### config.mk
export PLATFORM = sky130hd
export DESIGN_NAME = alu_share_arbiter_flat
export DESIGN_NICKNAME = d
export VERILOG_FILES = /design/src/rtl/alu_share_pkg.sv /design/src/rtl/alu_share_arbiter_if.sv /design/src/rtl/alu_share_arbiter_alu.sv /design/src/rtl/alu_share_arbiter.sv /design/src/flat_wrapper.sv
export SDC_FILE = /design/constraint.sdc
export NUM_CORES = 1
export LEC_CHECK = 0
export BUFFER_PORTS_ARGS = -buffer_cell sky130_fd_sc_hd__buf_2
export CAP_MARGIN = 20
export CORE_MARGIN = 2
export CORE_UTILIZATION = 44
export DETAILED_ROUTE_END_ITERATION = 6
export PLACE_DENSITY = 0.69
export SYNTH_ARGS = -nofsm -noshare
export SYNTH_HDL_FRONTEND = slang
export SYNTH_SLANG_ARGS = --single-unit
export TNS_END_PERCENT = 20
### constraint.sdc
create_clock -name clk -period 3.64 [get_ports clk]
set_input_delay 0.728 -clock clk [delete_from_list [all_inputs] [get_ports clk]]
set_output_delay 0.728 -clock clk [all_outputs]
set_load 0.1 [all_outputs]
### src/rtl/alu_share_pkg.sv
// rtl/alu_share_pkg.sv - shared types and ALU op encodings for the ALU share arbiter
package alu_share_pkg;

  localparam int DATA_W_DEF = 32;
  localparam int SEL_W_DEF  = 3;

  typedef enum logic [1:0] {
    IDLE = 2'd0,
    EXEC = 2'd1,
    RESP = 2'd2
  } state_t;

  localparam logic [2:0] ALU_AND = 3'b000;
  localparam logic [2:0] ALU_OR  = 3'b001;
  localparam logic [2:0] ALU_ADD = 3'b010;
  localparam logic [2:0] ALU_SUB = 3'b110;
  localparam logic [2:0] ALU_SLT = 3'b111;

endpackage

### src/rtl/alu_share_arbiter_if.sv
// rtl/alu_share_arbiter_if.sv - two request ports and one response channel of the ALU share arbiter
interface alu_share_arbiter_if #(
  parameter int DATA_W = 32,
  parameter int SEL_W  = 3
);

  logic              req0_valid;
  logic              req0_ready;
  logic [DATA_W-1:0] req0_op1;
  logic [DATA_W-1:0] req0_op2;
  logic [SEL_W-1:0]  req0_sel;

  logic              req1_valid;
  logic              req1_ready;
  logic [DATA_W-1:0] req1_op1;
  logic [DATA_W-1:0] req1_op2;
  logic [SEL_W-1:0]  req1_sel;

  logic              rsp_valid;
  logic              rsp_ready;
  logic              rsp_id;
  logic [DATA_W-1:0] rsp_rel;
  logic              rsp_zero;

  modport master (
    output req0_valid, req0_op1, req0_op2, req0_sel,
    input  req0_ready,
    output req1_valid, req1_op1, req1_op2, req1_sel,
    input  req1_ready,
    input  rsp_valid, rsp_id, rsp_rel, rsp_zero,
    output rsp_ready
  );

  modport slave (
    input  req0_valid, req0_op1, req0_op2, req0_sel,
    output req0_ready,
    input  req1_valid, req1_op1, req1_op2, req1_sel,
    output req1_ready,
    output rsp_valid, rsp_id, rsp_rel, rsp_zero,
    input  rsp_ready
  );

endinterface

### src/rtl/alu_share_arbiter_alu.sv
// rtl/alu_share_arbiter_alu.sv - the single combinational MIPS ALU (AND/OR/ADD/SUB/SLT)
module alu_share_arbiter_alu
  import alu_share_pkg::*;
#(
  parameter int DATA_W = DATA_W_DEF,
  parameter int SEL_W  = SEL_W_DEF
) (
  input  logic [DATA_W-1:0] a,
  input  logic [DATA_W-1:0] b,
  input  logic [SEL_W-1:0]  sel,
  output logic [DATA_W-1:0] rel,
  output logic              zero
);

  always_comb begin
    rel = '0;
    case (sel)
      ALU_AND: rel = a & b;
      ALU_OR:  rel = a | b;
      ALU_ADD: rel = a + b;
      ALU_SUB: rel = a - b;
      ALU_SLT: rel = {{(DATA_W-1){1'b0}}, ($signed(a) < $signed(b))};
      default: rel = '0;
    endcase
  end

  assign zero = (rel == '0);

endmodule

### src/rtl/alu_share_arbiter.sv
// rtl/alu_share_arbiter.sv - round-robin sharing of one ALU between two requesters; ALU_SHARE_FAST_EN drops the EXEC stage
module alu_share_arbiter
  import alu_share_pkg::*;
#(
  parameter int DATA_W = DATA_W_DEF,
  parameter int SEL_W  = SEL_W_DEF
) (
  input  logic                clk,
  input  logic                rst_n,
  alu_share_arbiter_if.slave  bus
);

  state_t            state_q, state_d;
  logic              rr_ptr_q;
  logic              rsp_valid_q;
  logic              rsp_id_q;
  logic [DATA_W-1:0] rsp_rel_q;
  logic              rsp_zero_q;

  logic              gnt0, gnt1;
  logic              ready0, ready1;
  logic              accept;
  logic              rsp_done;

  logic [DATA_W-1:0] alu_a, alu_b, alu_rel;
  logic [SEL_W-1:0]  alu_sel;
  logic              alu_zero;

  // On contention rr_ptr picks the winner; a lone requester always wins.
  assign gnt0     = bus.req0_valid & (~bus.req1_valid | ~rr_ptr_q);
  assign gnt1     = bus.req1_valid & (~bus.req0_valid |  rr_ptr_q);
  assign ready0   = (state_q == IDLE) & gnt0;
  assign ready1   = (state_q == IDLE) & gnt1;
  assign accept   = ready0 | ready1;
  assign rsp_done = (state_q == RESP) & rsp_valid_q & bus.rsp_ready;

`ifdef ALU_SHARE_FAST_EN
  assign alu_a   = ready1 ? bus.req1_op1 : bus.req0_op1;
  assign alu_b   = ready1 ? bus.req1_op2 : bus.req0_op2;
  assign alu_sel = ready1 ? bus.req1_sel : bus.req0_sel;
`else
  logic [DATA_W-1:0] op1_q, op2_q;
  logic [SEL_W-1:0]  sel_q;
  logic              id_q;

  assign alu_a   = op1_q;
  assign alu_b   = op2_q;
  assign alu_sel = sel_q;

  always_ff @(posedge clk or negedge rst_n) begin
    if (!rst_n) begin
      op1_q <= '0;
      op2_q <= '0;
      sel_q <= '0;
      id_q  <= 1'b0;
    end else if (accept) begin
      op1_q <= ready1 ? bus.req1_op1 : bus.req0_op1;
      op2_q <= ready1 ? bus.req1_op2 : bus.req0_op2;
      sel_q <= ready1 ? bus.req1_sel : bus.req0_sel;
      id_q  <= ready1;
    end
  end
`endif

  alu_share_arbiter_alu #(
    .DATA_W (DATA_W),
    .SEL_W  (SEL_W)
  ) u_alu (
    .a    (alu_a),
    .b    (alu_b),
    .sel  (alu_sel),
    .rel  (alu_rel),
    .zero (alu_zero)
  );

  always_comb begin
    state_d = state_q;
    case (state_q)
      IDLE: begin
        if (accept) begin
`ifdef ALU_SHARE_FAST_EN
          state_d = RESP;
`else
          state_d = EXEC;
`endif
        end
      end
      EXEC:    state_d = RESP;
      RESP:    if (rsp_done) state_d = IDLE;
      default: state_d = IDLE;
    endcase
  end

  always_ff @(posedge clk or negedge rst_n) begin
    if (!rst_n) begin
      state_q     <= IDLE;
      rr_ptr_q    <= 1'b0;
      rsp_valid_q <= 1'b0;
      rsp_id_q    <= 1'b0;
      rsp_rel_q   <= '0;
      rsp_zero_q  <= 1'b0;
    end else begin
      state_q <= state_d;
`ifdef ALU_SHARE_FAST_EN
      if (accept) begin
        rsp_valid_q <= 1'b1;
        rsp_id_q    <= ready1;
        rsp_rel_q   <= alu_rel;
        rsp_zero_q  <= alu_zero;
      end
`else
      if (state_q == EXEC) begin
        rsp_valid_q <= 1'b1;
        rsp_id_q    <= id_q;
        rsp_rel_q   <= alu_rel;
        rsp_zero_q  <= alu_zero;
      end
`endif
      // The port just served loses priority for the next contention.
      if (rsp_done) begin
        rsp_valid_q <= 1'b0;
        rr_ptr_q    <= ~rsp_id_q;
      end
    end
  end

  assign bus.req0_ready = ready0;
  assign bus.req1_ready = ready1;
  assign bus.rsp_valid  = rsp_valid_q;
  assign bus.rsp_id     = rsp_id_q;
  assign bus.rsp_rel    = rsp_rel_q;
  assign bus.rsp_zero   = rsp_zero_q;

endmodule
### src/flat_wrapper.sv
// flat-port wrapper written by rule: the top's interface ports become plain ports
module alu_share_arbiter_flat import alu_share_pkg::*;
#(
  parameter int DATA_W = DATA_W_DEF,
  parameter int SEL_W  = SEL_W_DEF
)
  (clk, rst_n, bus_req0_valid, bus_req0_op1, bus_req0_op2, bus_req0_sel, bus_req0_ready, bus_req1_valid, bus_req1_op1, bus_req1_op2, bus_req1_sel, bus_req1_ready, bus_rsp_valid, bus_rsp_id, bus_rsp_rel, bus_rsp_zero, bus_rsp_ready);
  alu_share_arbiter_if #(.DATA_W(DATA_W), .SEL_W(SEL_W)) bus_i ();
  input  logic clk;
  input  logic rst_n;
  input wire logic [$bits(bus_i.req0_valid)-1:0] bus_req0_valid;
  input wire logic [$bits(bus_i.req0_op1)-1:0] bus_req0_op1;
  input wire logic [$bits(bus_i.req0_op2)-1:0] bus_req0_op2;
  input wire logic [$bits(bus_i.req0_sel)-1:0] bus_req0_sel;
  output wire logic [$bits(bus_i.req0_ready)-1:0] bus_req0_ready;
  input wire logic [$bits(bus_i.req1_valid)-1:0] bus_req1_valid;
  input wire logic [$bits(bus_i.req1_op1)-1:0] bus_req1_op1;
  input wire logic [$bits(bus_i.req1_op2)-1:0] bus_req1_op2;
  input wire logic [$bits(bus_i.req1_sel)-1:0] bus_req1_sel;
  output wire logic [$bits(bus_i.req1_ready)-1:0] bus_req1_ready;
  output wire logic [$bits(bus_i.rsp_valid)-1:0] bus_rsp_valid;
  output wire logic [$bits(bus_i.rsp_id)-1:0] bus_rsp_id;
  output wire logic [$bits(bus_i.rsp_rel)-1:0] bus_rsp_rel;
  output wire logic [$bits(bus_i.rsp_zero)-1:0] bus_rsp_zero;
  input wire logic [$bits(bus_i.rsp_ready)-1:0] bus_rsp_ready;
  assign bus_i.req0_valid = bus_req0_valid;
  assign bus_i.req0_op1 = bus_req0_op1;
  assign bus_i.req0_op2 = bus_req0_op2;
  assign bus_i.req0_sel = bus_req0_sel;
  assign bus_req0_ready = bus_i.req0_ready;
  assign bus_i.req1_valid = bus_req1_valid;
  assign bus_i.req1_op1 = bus_req1_op1;
  assign bus_i.req1_op2 = bus_req1_op2;
  assign bus_i.req1_sel = bus_req1_sel;
  assign bus_req1_ready = bus_i.req1_ready;
  assign bus_rsp_valid = bus_i.rsp_valid;
  assign bus_rsp_id = bus_i.rsp_id;
  assign bus_rsp_rel = bus_i.rsp_rel;
  assign bus_rsp_zero = bus_i.rsp_zero;
  assign bus_i.rsp_ready = bus_rsp_ready;
  alu_share_arbiter #(.DATA_W(DATA_W), .SEL_W(SEL_W)) u_core (.clk(clk), .rst_n(rst_n), .bus(bus_i));
endmodule
==> impl_metrics.env, run 1 <==
export IMPL_synthMostInstantiatedCell="nand2_1"
export IMPL_rows=54
export IMPL_grt_pass1_wl_um=55570
export IMPL_synth_top_cell_by_area="dfrtp_1"
export IMPL_path_class="reg2reg"
export IMPL_r2r_end="u_core.bus.rsp_zero$_DFFE_PN0P_"
export IMPL_clock_latency_ns=0.37
export IMPL_die_w_um=152.5
export IMPL_clk_path_buf_depth=2
export IMPL_top_layer="met4"
export IMPL_met1_length_um=17570
export IMPL_critPathLaunchType="flip-flop"
export IMPL_syn_cell_area_um2=9699
export IMPL_syn_inst=1287
export IMPL_max_slew_worst_pin_slew_ns=0.8433
export IMPL_synthTopCellsByCount="214 x nand2_1, 141 x nor2_1, 107 x inv_1"
export IMPL_path_clk_slew_ns=0.08
export IMPL_hold_class="in2async"
export IMPL_synth_edf_count=0
export IMPL_place_worst_setup_slack_ns=-0.3426
export IMPL_rr_worst_depth=15
export IMPL_min_period_over_period_pct=103.6
export IMPL_wirelength_um=35400
export IMPL_worstPathRequired_ns=3.92
export IMPL_final_min_clock_period_ns=3.771
export IMPL_ys_flop_type="dfrtp_1"
export IMPL_drc=1
export IMPL_finalWorstSetupSlack_ns=-0.1309
export IMPL_antenna_found_initial=0
export IMPL_die_y_um=152.5
export IMPL_ys_ff_latch=106
export IMPL_ff2ff_setup_slack_ns=-0.13
export IMPL_relSlewSlack_pct=43.19
export IMPL_clock_skew_ns=0.01330
export IMPL_cp_arrival_ns=4.05
export IMPL_dieArea_um2=23250
export IMPL_ys_types=81
export IMPL_ant_nets=0
export IMPL_syn_num_nets=1526
export IMPL_fp_coreArea_um2=21760
export IMPL_async_reset_ff_share_pct=100.0
export IMPL_finalHoldViolCount=0
export IMPL_insertedDiodeCount=0
export IMPL_timing_rr_start="u_core.alu_a[0]$_DFFE_PN0P_"
export IMPL_grt_overflow=0
export IMPL_yosysWarnings=0
export IMPL_cts_made_buffers=9
export IMPL_synthDominantCellAreaShare_pct=27.35
export IMPL_via_per_inst=5.680
export IMPL_critPathCaptureType="flip-flop"
export IMPL_grt_usage_pct=30.03
export IMPL_drtPass1Iterations=7
export IMPL_grt_pass1_vias=10040
export IMPL_cts_root_buf="clkbuf_16"
export IMPL_grt_max_degree=137
export IMPL_h_tree_depth=3
export IMPL_violations="design-rule violations, negative setup slack"
export IMPL_drtIter0Drc=1097
export IMPL_final_cells=1896
export IMPL_dp_hpwl_um=28170
export IMPL_cp_max_fo=4
export IMPL_rsz0062_at_grt="true"
export IMPL_seq_area_frac_synth_pct=27.35
export IMPL_dp_cells=1870
export IMPL_area_delta_synth_final_pct=31.91
export IMPL_avgRoutedWirePerCell_um=18.67
export IMPL_drv_slew=0
export IMPL_drv_cap=0
export IMPL_io_pin_count=176
export IMPL_fmax_mhz=265.2
export IMPL_fin_nets=1850
export IMPL_status="finished, violations left"
export IMPL_drive_above_1_share_pct=29.52
export IMPL_gp_congestion=1.032
export IMPL_clock_sinks=106
export IMPL_numPortBuffers=175
export IMPL_setup_viol_count_final=1
export IMPL_start_util_pct=44.58
export IMPL_synth_area_leaders="dfrtp_1 27%, ha_1 13%, nand2_1 8.3%"
export IMPL_via_count=10770
export IMPL_avgSynthCellArea_um2=7.536
export IMPL_cts_tree="done"
export IMPL_wl_met3_um=2888
export IMPL_wl_met2_um=14350
==> timing repair <==
action                     CTS  global route
buffers inserted             6             4
resized for setup            9            24
pin swaps                   12            16
hold buffers                 0             0
setup endpoints to repair    2             9
==> placed cells by master, fill, tap and decap left out, types with 7 or more instances in the layout <==
cell / synthesis / routed
nand3_1: 21 / 19
nand2b_1: 9 / 8
a21oi_1: 75 / 74
a211oi_1: 15 / 12
nand4_1: 10 / 10
or3_1: 8 / 8
nand2_1: 214 / 214
o211ai_1: 8 / 8
o21bai_1: 8 / 8
nor2_1: 141 / 141
clkbuf_16: 0 / 9
buf_4: 0 / 217
o31ai_1: 7 / 7
o221ai_1: 7 / 7
mux2_2: 14 / 14
o21ai_0: 69 / 68
xnor2_1: 22 / 22
a22oi_1: 11 / 10
o22ai_1: 10 / 9
mux2i_1: 13 / 13
buf_2: 8 / 173
dfrtp_1: 106 / 105
a31oi_1: 73 / 72
nor3_1: 16 / 15
nor4_1: 11 / 9
inv_1: 107 / 106
ha_1: 98 / 95
nor2b_1: 10 / 10
a21o_1: 10 / 10
==> worst max-delay path, stage by stage (launching register included) <==
cell	delay, ns
dfrtp_1	0.37
inv_2	0.06
ha_4	0.16
fa_2	0.35
o21ba_4	0.21
or4_4	0.48
a211oi_2	0.23
a311oi_2	0.09
or4_1	0.53
and4_1	0.20
nor3_2	0.20
nand3_1	0.11
nor4_2	0.27
buf_4	0.15
nand4_1	0.08
o31ai_2	0.20
==> worst max-delay path by stage <==
stage                                            from                         endpoint  slack [ns]  depth (start not counted)
after global routing      u_core.alu_a[0]$_DFFE_PN0P_  u_core.bus.rsp_zero$_DFFE_PN0P_       -0.27                         15
after detailed placement  u_core.alu_a[0]$_DFFE_PN0P_  u_core.bus.rsp_zero$_DFFE_PN0P_       -0.34                         15
final                     u_core.alu_a[0]$_DFFE_PN0P_  u_core.bus.rsp_zero$_DFFE_PN0P_       -0.13                         15
after floorplan           u_core.alu_b[0]$_DFFE_PN0P_  u_core.bus.rsp_zero$_DFFE_PN0P_       0.003                         13
after CTS                 u_core.alu_a[0]$_DFFE_PN0P_  u_core.bus.rsp_zero$_DFFE_PN0P_       -0.29                         14
after global placement    u_core.alu_a[0]$_DFFE_PN0P_  u_core.bus.rsp_zero$_DFFE_PN0P_       -0.21                         15
==> kinds of logic after synthesis <==
| kind of cell | count (synthesis) | synth area share (%) |
|---|---|---|
| AO/OA/AOI/OAI | 365 | 25.50 |
| XOR/XNOR | 25 | 2.257 |
| adder cells (fa/ha/maj) | 100 | 13.05 |
| buffers and inverters | 190 | 7.456 |
| flip-flops | 106 | 27.35 |
| multiplexers | 27 | 2.967 |
| AND/OR/NAND/NOR | 474 | 21.41 |
==> per-stage QoR <==
stage	setup TNS, ns	util (%)	instance area [um^2]	hold WS, ns
global route	-0.3835	58.81	12790	0.4465
floorplan	0	-	9701	0.4324
finish	-0.1309	58.81	12790	0.3747
global placement	-0.2103	56.27	12240	0.4568
detailed placement	-0.3618	56.27	12240	0.4651
CTS	-0.3102	58.11	12640	0.4026
==> registers in the layout, indices dropped and copies added, names as in the netlist <==
| signal | flops |
|---|---|
| u_core.alu_a | 32 |
| u_core.alu_b | 32 |
| u_core.bus.rsp_rel | 32 |
| u_core.alu_sel | 3 |
| u_core.state_q | 2 |
| u_core.bus.rsp_id | 1 |
| u_core.bus.rsp_valid | 1 |
| u_core.bus.rsp_zero | 1 |
| u_core.id_q | 1 |
| u_core.rr_ptr_q | 1 |
==> routing by layer <==
layer,vias up,GRT usage (%)
met1,5100,47.19
met4,0,6.746
met3,41,5.319
met2,461,42.58
li1,5167,-
met5,-,0
==> final cells by class <==
class                           instances  area (um^2)
Fill cell                            2037         8961
Multi-Input combinational cell        991         6505
Sequential cell                       106         2654
Timing Repair Buffer                  393         2555
Inverter                              110        412.9
Tap cell                              280        350.3
Clock buffer                           11        232.7
Clock inverter                          5        85.08
Power of run 1 is left out: the tool's default activity adds up to more than one toggle a clock period on the data nets, which glitch-free logic cannot reach.
==> run 2, diff against run 1 <==
--- a/config.mk
+++ b/config.mk
@@ -7,11 +7,13 @@
 export LEC_CHECK = 0
 export BUFFER_PORTS_ARGS = -buffer_cell sky130_fd_sc_hd__buf_2
 export CAP_MARGIN = 20
+export CORE_ASPECT_RATIO = 0.9
 export CORE_MARGIN = 2
 export CORE_UTILIZATION = 44
 export DETAILED_ROUTE_END_ITERATION = 6
-export PLACE_DENSITY = 0.69
+export PLACE_DENSITY = 0.68
 export SYNTH_ARGS = -nofsm -noshare
 export SYNTH_HDL_FRONTEND = slang
+export SYNTH_HIERARCHICAL = 1
 export SYNTH_SLANG_ARGS = --single-unit
 export TNS_END_PERCENT = 20
==> run 2 against run 1 <==
Critical endpoint is now u_core/bus.rsp_zero$_DFFE_PN0P_. Via count rose by 9.2%. Synthesized cell count rose by 1.0%. Count of clock-buffer cells in the layout fell by 1. The flow finishes with violations (negative setup slack). Clock skew rose by 0.0078 ns.
==> impl_metrics.env, run 2 <==
export IMPL_antenna_found_initial=0
export IMPL_dieArea_um2=24860
export IMPL_final_min_clock_period_ns=4.103
export IMPL_path_class="reg2reg"
export IMPL_cts_hold_buf=0
export IMPL_hold_class="in2async"
export IMPL_avgSynthCellArea_um2=7.991
export IMPL_io_pin_count=176
export IMPL_syn_inst=1300
export IMPL_worstPathRequired_ns=3.95
export IMPL_wirelength_um=40230
export IMPL_relSlewSlack_pct=41.52
export IMPL_h_tree_depth=3
export IMPL_drive_above_1_share_pct=32.96
export IMPL_ant_nets=0
export IMPL_synthTopCellsByCount="168 x inv_1, 118 x o21ai_0, 106 x dfrtp_1"
export IMPL_clock_latency_ns=0.38
export IMPL_via_count=11760
export IMPL_drtPass1Iterations=5
export IMPL_cp_arrival_ns=4.42
export IMPL_grt_pass1_vias=10940
export IMPL_fin_nets=1860
export IMPL_cp_max_fo=4
export IMPL_violations="negative setup slack"
export IMPL_cts_made_buffers=9
export IMPL_final_common_cell="buf_4"
export IMPL_clock_skew_ns=0.02113
export IMPL_hold_slack_ns=0.3428
export IMPL_gp_congestion=0.9861
export IMPL_syn_cell_area_um2=10390
export IMPL_cts_tree="done"
export IMPL_synth_area_leaders="dfrtp_1 26%, ha_1 12%, inv_1 6.1%"
export IMPL_ys_flop_type="dfrtp_1"
export IMPL_ys_ff_latch=106
export IMPL_avgRoutedWirePerCell_um=20.86
export IMPL_insertedDiodeCount=0
export IMPL_min_period_over_period_pct=112.7
export IMPL_async_reset_ff_share_pct=100.0
export IMPL_grt_usage_pct=31.45
export IMPL_status="finished, violations left"
export IMPL_die_y_um=149.8
export IMPL_critPathLaunchType="flip-flop"
export IMPL_grt_overflow=0
export IMPL_finalWorstSetupSlack_ns=-0.4625
export IMPL_fmax_mhz=243.8
export IMPL_max_slew_worst_pin_slew_ns=0.8739
export IMPL_utilization_pct=58.68
export IMPL_rsz0062_at_grt="true"
export IMPL_via_per_inst=6.098
export IMPL_start_util_pct=44.63
export IMPL_drtIter0Drc=1174
export IMPL_finalHoldViolCount=0
export IMPL_grt_max_degree=69
export IMPL_cp_top_family="simple AND/OR/NAND/NOR gates"
export IMPL_synth_edf_count=0
export IMPL_synth_top_cell_by_area="dfrtp_1"
export IMPL_tns_ns=-0.5592
export IMPL_final_cell_mix="234 x buf_4, 173 x buf_2, 163 x inv_1"
export IMPL_drc=0
export IMPL_critical_path_buf_inv_count=1
export IMPL_path_clk_slew_ns=0.10
export IMPL_area_delta_synth_final_pct=31.47
export IMPL_slowest_delay_ns=0.55
export IMPL_clock_sinks=106
export IMPL_cts_root_buf="clkbuf_16"
export IMPL_yosysWarnings=6
export IMPL_seq_area_frac_synth_pct=25.53
export IMPL_setup_viol_count_final=4
export IMPL_fp_coreArea_um2=23280
export IMPL_dp_hpwl_um=31370
export IMPL_synthMostInstantiatedCell="inv_1"
export IMPL_ys_types=77
export IMPL_critPathCaptureType="flip-flop"
export IMPL_path_cells="ha_2 > fa_2 > a21o_1 > a221o_1 > a211oi_2 > nor3_1 > a221o_1 > or4_4 > nor4_4 > nand3_2 > nor4_4 > buf_4 > nand4_1 > nor4_2 > mux2_2"
export IMPL_clk_path_buf_depth=2
export IMPL_die_w_um=166.0
export IMPL_numPortBuffers=175
export IMPL_drv_cap=0
export IMPL_drv_slew=0
export IMPL_syn_num_nets=1539
export IMPL_grt_pass1_wl_um=61580
export IMPL_synthDominantCellAreaShare_pct=25.53
export IMPL_rows=53
export IMPL_critPathSlowestCell="or4_4"
## run 2: changes by cell type in the layout (fill, tap and decap cells not counted), moves of 49 or more
| cell | delta |
|---|---|
| a31oi_1 | -63 |
| nand2_1 | -146 |
| nor2_1 | -81 |
| nand4_1 | +70 |
| o311ai_1 | +57 |
| inv_1 | +57 |
| o21ai_0 | +49 |
## run 2: cells by family (layout without fill, tap and decap cells)
group	Yosys count	after routing	share of synthesized area, %
AO/OA/AOI/OAI	444	444	29.95
XOR/XNOR	16	16	1.349
adder cells (fa/ha/maj)	100	100	12.19
buffers and inverters	272	598	10.39
flip-flops	106	106	25.53
multiplexers	41	41	4.360
AND/OR/NAND/NOR	321	321	16.22
## run 2: routing by layer
layer  up-vias  routed length (um)  track usage, %  share of wire, %
met5         -                   0               0                 0
met4         0                 685           7.130               1.7
met3        59                4484           7.458                11
met2       721               16390           44.88                41
met1      5546               18670           47.65                46
li1       5430                   -               -                 -
## run 2: through the flow
stage | setup WS (ns) | instance area (um^2) | cells
2_1_floorplan | 0.002016 | 10390 | 1300
3_3_place_gp | -0.5547 | 13020 | 1906
5_1_grt | -0.6476 | 13660 | 1928
6_report | -0.4625 | 13660 | 1928
3_5_place_dp | -0.5869 | 13020 | 1906
4_1_cts | -0.3572 | 13420 | 1925
## run 2: final timing paths
path                                                       to                                from  slack, ns  cells after the start
max                           u_core/bus.rsp_zero$_DFFE_PN0P_         u_core/alu_b[0]$_DFFE_PN0P_      -0.46                     15
min                        u_core/bus.rsp_rel[10]$_DFFE_PN0P_                               rst_n       0.34                      1
max reg2reg                   u_core/bus.rsp_zero$_DFFE_PN0P_         u_core/alu_b[0]$_DFFE_PN0P_      -0.46                     15
min reg2reg                u_core/bus.rsp_rel[17]$_DFFE_PN0P_  u_core/bus.rsp_rel[17]$_DFFE_PN0P_       0.50                      1
max in group asynchronous        u_core/alu_a[13]$_DFFE_PN0P_                               rst_n       2.40                      2
min in group clk           u_core/bus.rsp_rel[17]$_DFFE_PN0P_  u_core/bus.rsp_rel[17]$_DFFE_PN0P_       0.50                      1
## run 2: area by class of cell
type	count	area, um^2
Timing Repair Buffer	413	2734
Sequential cell	106	2654
Clock buffer	10	229.0
Fill cell	2114	9618
Inverter	169	634.4
Tap cell	302	377.9
Clock inverter	6	57.56
Multi-Input combinational cell	922	6972
## run 2: timing repair
item,4_1_cts,5_1_grt
buffers inserted,3,2
pin swaps,12,16
endpoints found under the setup margin,7,10
gates resized for setup,23,35
Power of run 2 is left out for the same reason.
==> run 3, diff against run 2 <==
--- a/config.mk
+++ b/config.mk
@@ -5,13 +5,13 @@
 export SDC_FILE = /design/constraint.sdc
 export NUM_CORES = 1
 export LEC_CHECK = 0
-export BUFFER_PORTS_ARGS = -buffer_cell sky130_fd_sc_hd__buf_2
 export CAP_MARGIN = 20
 export CORE_ASPECT_RATIO = 0.9
 export CORE_MARGIN = 2
 export CORE_UTILIZATION = 44
 export DETAILED_ROUTE_END_ITERATION = 6
-export PLACE_DENSITY = 0.68
+export DONT_BUFFER_PORTS = 1
+export PLACE_DENSITY = 0.62
 export SYNTH_ARGS = -nofsm -noshare
 export SYNTH_HDL_FRONTEND = slang
 export SYNTH_HIERARCHICAL = 1
==> run 3 against run 2 <==
The run still ends with negative setup slack left. Register-to-register slack improved by 0.16 ns. Clock skew is 0.0082 ns lower. Core utilization fell by 2.4 points. Sequential share of layout area is 0.83 points higher. Fmax increased by 4.1%. Non-clock buffer count shrank 157. Critical endpoint unchanged.
==> impl_metrics.env, run 3 (synthesized netlist as in run 2, its figures left out) <==
export IMPL_grt_max_degree=107
export IMPL_die_y_um=149.8
export IMPL_rows=53
export IMPL_status="finished, violations left"
export IMPL_min_period_over_period_pct=108.2
export IMPL_cp_arrival_ns=4.26
export IMPL_start_util_pct=44.63
export IMPL_cts_tree="done"
export IMPL_area_delta_synth_final_pct=26.11
export IMPL_ant_nets=0
export IMPL_setup_viol_count_final=4
export IMPL_max_slew_worst_pin_slew_ns=0.9899
export IMPL_clk_path_buf_depth=2
export IMPL_cp_top_family="compound AO/OA/AOI/OAI gates"
export IMPL_critical_path_buf_inv_count=1
export IMPL_r2r_end="u_core/bus.rsp_zero$_DFFE_PN0P_"
export IMPL_dpl_cell_area_um2=12280
export IMPL_fin_nets=1703
export IMPL_path_cells="ha_2 > fa_2 > a21o_1 > a221o_1 > buf_6 > a31o_2 > a31o_2 > o31ai_2 > nand2_1 > a2111oi_4 > nand3_2 > nor4_4 > nand4_1 > nor4_2 > mux2_4"
export IMPL_numPortBuffers=0
export IMPL_antenna_found_initial=0
export IMPL_ff2ff_setup_slack_ns=-0.30
export IMPL_io_pin_count=176
export IMPL_drive_above_1_share_pct=27.57
export IMPL_via_count=10930
export IMPL_cts_hold_buf=0
export IMPL_h_tree_depth=3
export IMPL_violations="negative setup slack"
export IMPL_insertedDiodeCount=0
export IMPL_rsz0062_at_grt="true"
export IMPL_die_w_um=166.0
export IMPL_cp_max_fo=5
export IMPL_slowest_delay_ns=0.41
export IMPL_multi_input_area_um2=7153
export IMPL_drv_slew=0
export IMPL_path_class="reg2reg"
export IMPL_final_cell_mix="250 x buf_4, 156 x inv_1, 115 x o21ai_0"
export IMPL_worstPathRequired_ns=3.96
export IMPL_finalHoldViolCount=0
export IMPL_path_clk_slew_ns=0.09
export IMPL_dp_hpwl_um=31540
export IMPL_fmax_mhz=253.8
export IMPL_clock_latency_ns=0.38
export IMPL_cts_root_buf="clkbuf_16"
export IMPL_final_cells=1771
export IMPL_dieArea_um2=24860
export IMPL_drc=0
export IMPL_final_min_clock_period_ns=3.940
export IMPL_hold_slack_ns=0.04592
export IMPL_n_fill_cell=2186
export IMPL_critPathLaunchType="flip-flop"
export IMPL_fp_coreArea_um2=23280
export IMPL_cts_made_buffers=9
export IMPL_drv_cap=0
export IMPL_grt_pass1_vias=10510
export IMPL_seq_area_um2=2654
export IMPL_wirelength_um=40290
export IMPL_grt_pass1_wl_um=61090
export IMPL_clock_skew_ns=0.01296
export IMPL_rr_worst_depth=15
export IMPL_via_per_inst=6.170
export IMPL_final_common_cell="buf_4"
export IMPL_hold_class="in2async"
export IMPL_utilization_pct=56.29
export IMPL_dp_cells=1751
export IMPL_critPathSlowestCell="dfrtp_1"
export IMPL_clock_sinks=106
export IMPL_grt_overflow=0
export IMPL_drtIter0Drc=1019
export IMPL_worst_path_most_repeated_cell="a31o_2"
export IMPL_grt_usage_pct=31.64
export IMPL_critPathCaptureType="flip-flop"
export IMPL_final_area_um2=13100
export IMPL_timing_rr_start="u_core/alu_a[0]$_DFFE_PN0P_"
export IMPL_drtPass1Iterations=5
export IMPL_finalWorstSetupSlack_ns=-0.2997
export IMPL_relSlewSlack_pct=34.00
export IMPL_gp_congestion=0.9601
export IMPL_avgRoutedWirePerCell_um=22.75
-- run 3: cell count changes in the layout (fill, tap and decap cells not counted), moves of 3 or more --
cell	before	now
a21oi_1	78	75
ha_2	6	2
inv_1	163	156
buf_4	234	250
o31ai_1	13	10
inv_2	5	12
buf_2	173	0
a21oi_2	1	4
ha_4	5	11
clkinv_4	3	0
-- run 3: worst register-to-register path, stage by stage, from the launching register on --
cell and delay, ns:
dfrtp_1 0.41, ha_2 0.21, fa_2 0.35, a21o_1 0.20, a221o_1 0.40, buf_6 0.17, a31o_2 0.25, a31o_2 0.25
o31ai_2 0.26, nand2_1 0.13, a2111oi_4 0.35, nand3_2 0.17, nor4_4 0.20, nand4_1 0.18, nor4_2 0.16, mux2_4 0.18
-- run 3: layout make-up --
cell class              count  area share, %
clock buffers               9          1.719
clock inverters             7         0.5921
inverters                 169          4.842
multi-input cells         922          54.60
flip-flops and latches    106          20.26
well taps                 302          2.884
repair buffers            256          15.11
-- run 3: per-layer routing --
layer | GRT usage, % | wire length (um)
met1 | 48.93 | 19600
met2 | 43.57 | 16060
met3 | 7.696 | 3895
met4 | 7.304 | 734
met5 | 0 | 0
-- run 3: what timing repair did --
action / 4_1_cts / 5_1_grt
setup buffers: 0 / 4
endpoints found under the setup margin: 7 / 13
pin swaps: 12 / 16
gates resized for setup: 26 / 70
cloned: 0 / 0
-- run 3: stage by stage --
stage          TNS, ns  worst slack, ns
3_3_place_gp    -1.478          -0.5522
3_5_place_dp    -1.822          -0.6943
4_1_cts        -0.8614          -0.3474
6_report       -0.4241          -0.2997
2_1_floorplan        0         0.002016
5_1_grt        -0.9883          -0.5128
-- run 3: worst max path at each step --
| stage | endpoint | cells past startpoint | slack [ns] | start |
|---|---|---|---|---|
| 3_5_place_dp | u_core/bus.rsp_zero$_DFFE_PN0P_ | 15 | -0.69 | u_core/alu_a[0]$_DFFE_PN0P_ |
| 4_1_cts | u_core/bus.rsp_zero$_DFFE_PN0P_ | 14 | -0.35 | u_core/alu_a[0]$_DFFE_PN0P_ |
| 2_1_floorplan | u_core/bus.rsp_zero$_DFFE_PN0P_ | 14 | 0.002 | u_core/alu_b[0]$_DFFE_PN0P_ |
| 5_1_grt | u_core/bus.rsp_zero$_DFFE_PN0P_ | 15 | -0.51 | u_core/alu_b[0]$_DFFE_PN0P_ |
| 6_report | u_core/bus.rsp_zero$_DFFE_PN0P_ | 15 | -0.30 | u_core/alu_a[0]$_DFFE_PN0P_ |
| 3_3_place_gp | u_core/bus.rsp_zero$_DFFE_PN0P_ | 15 | -0.55 | u_core/alu_a[0]$_DFFE_PN0P_ |
Power of run 3 is left out for the same reason.
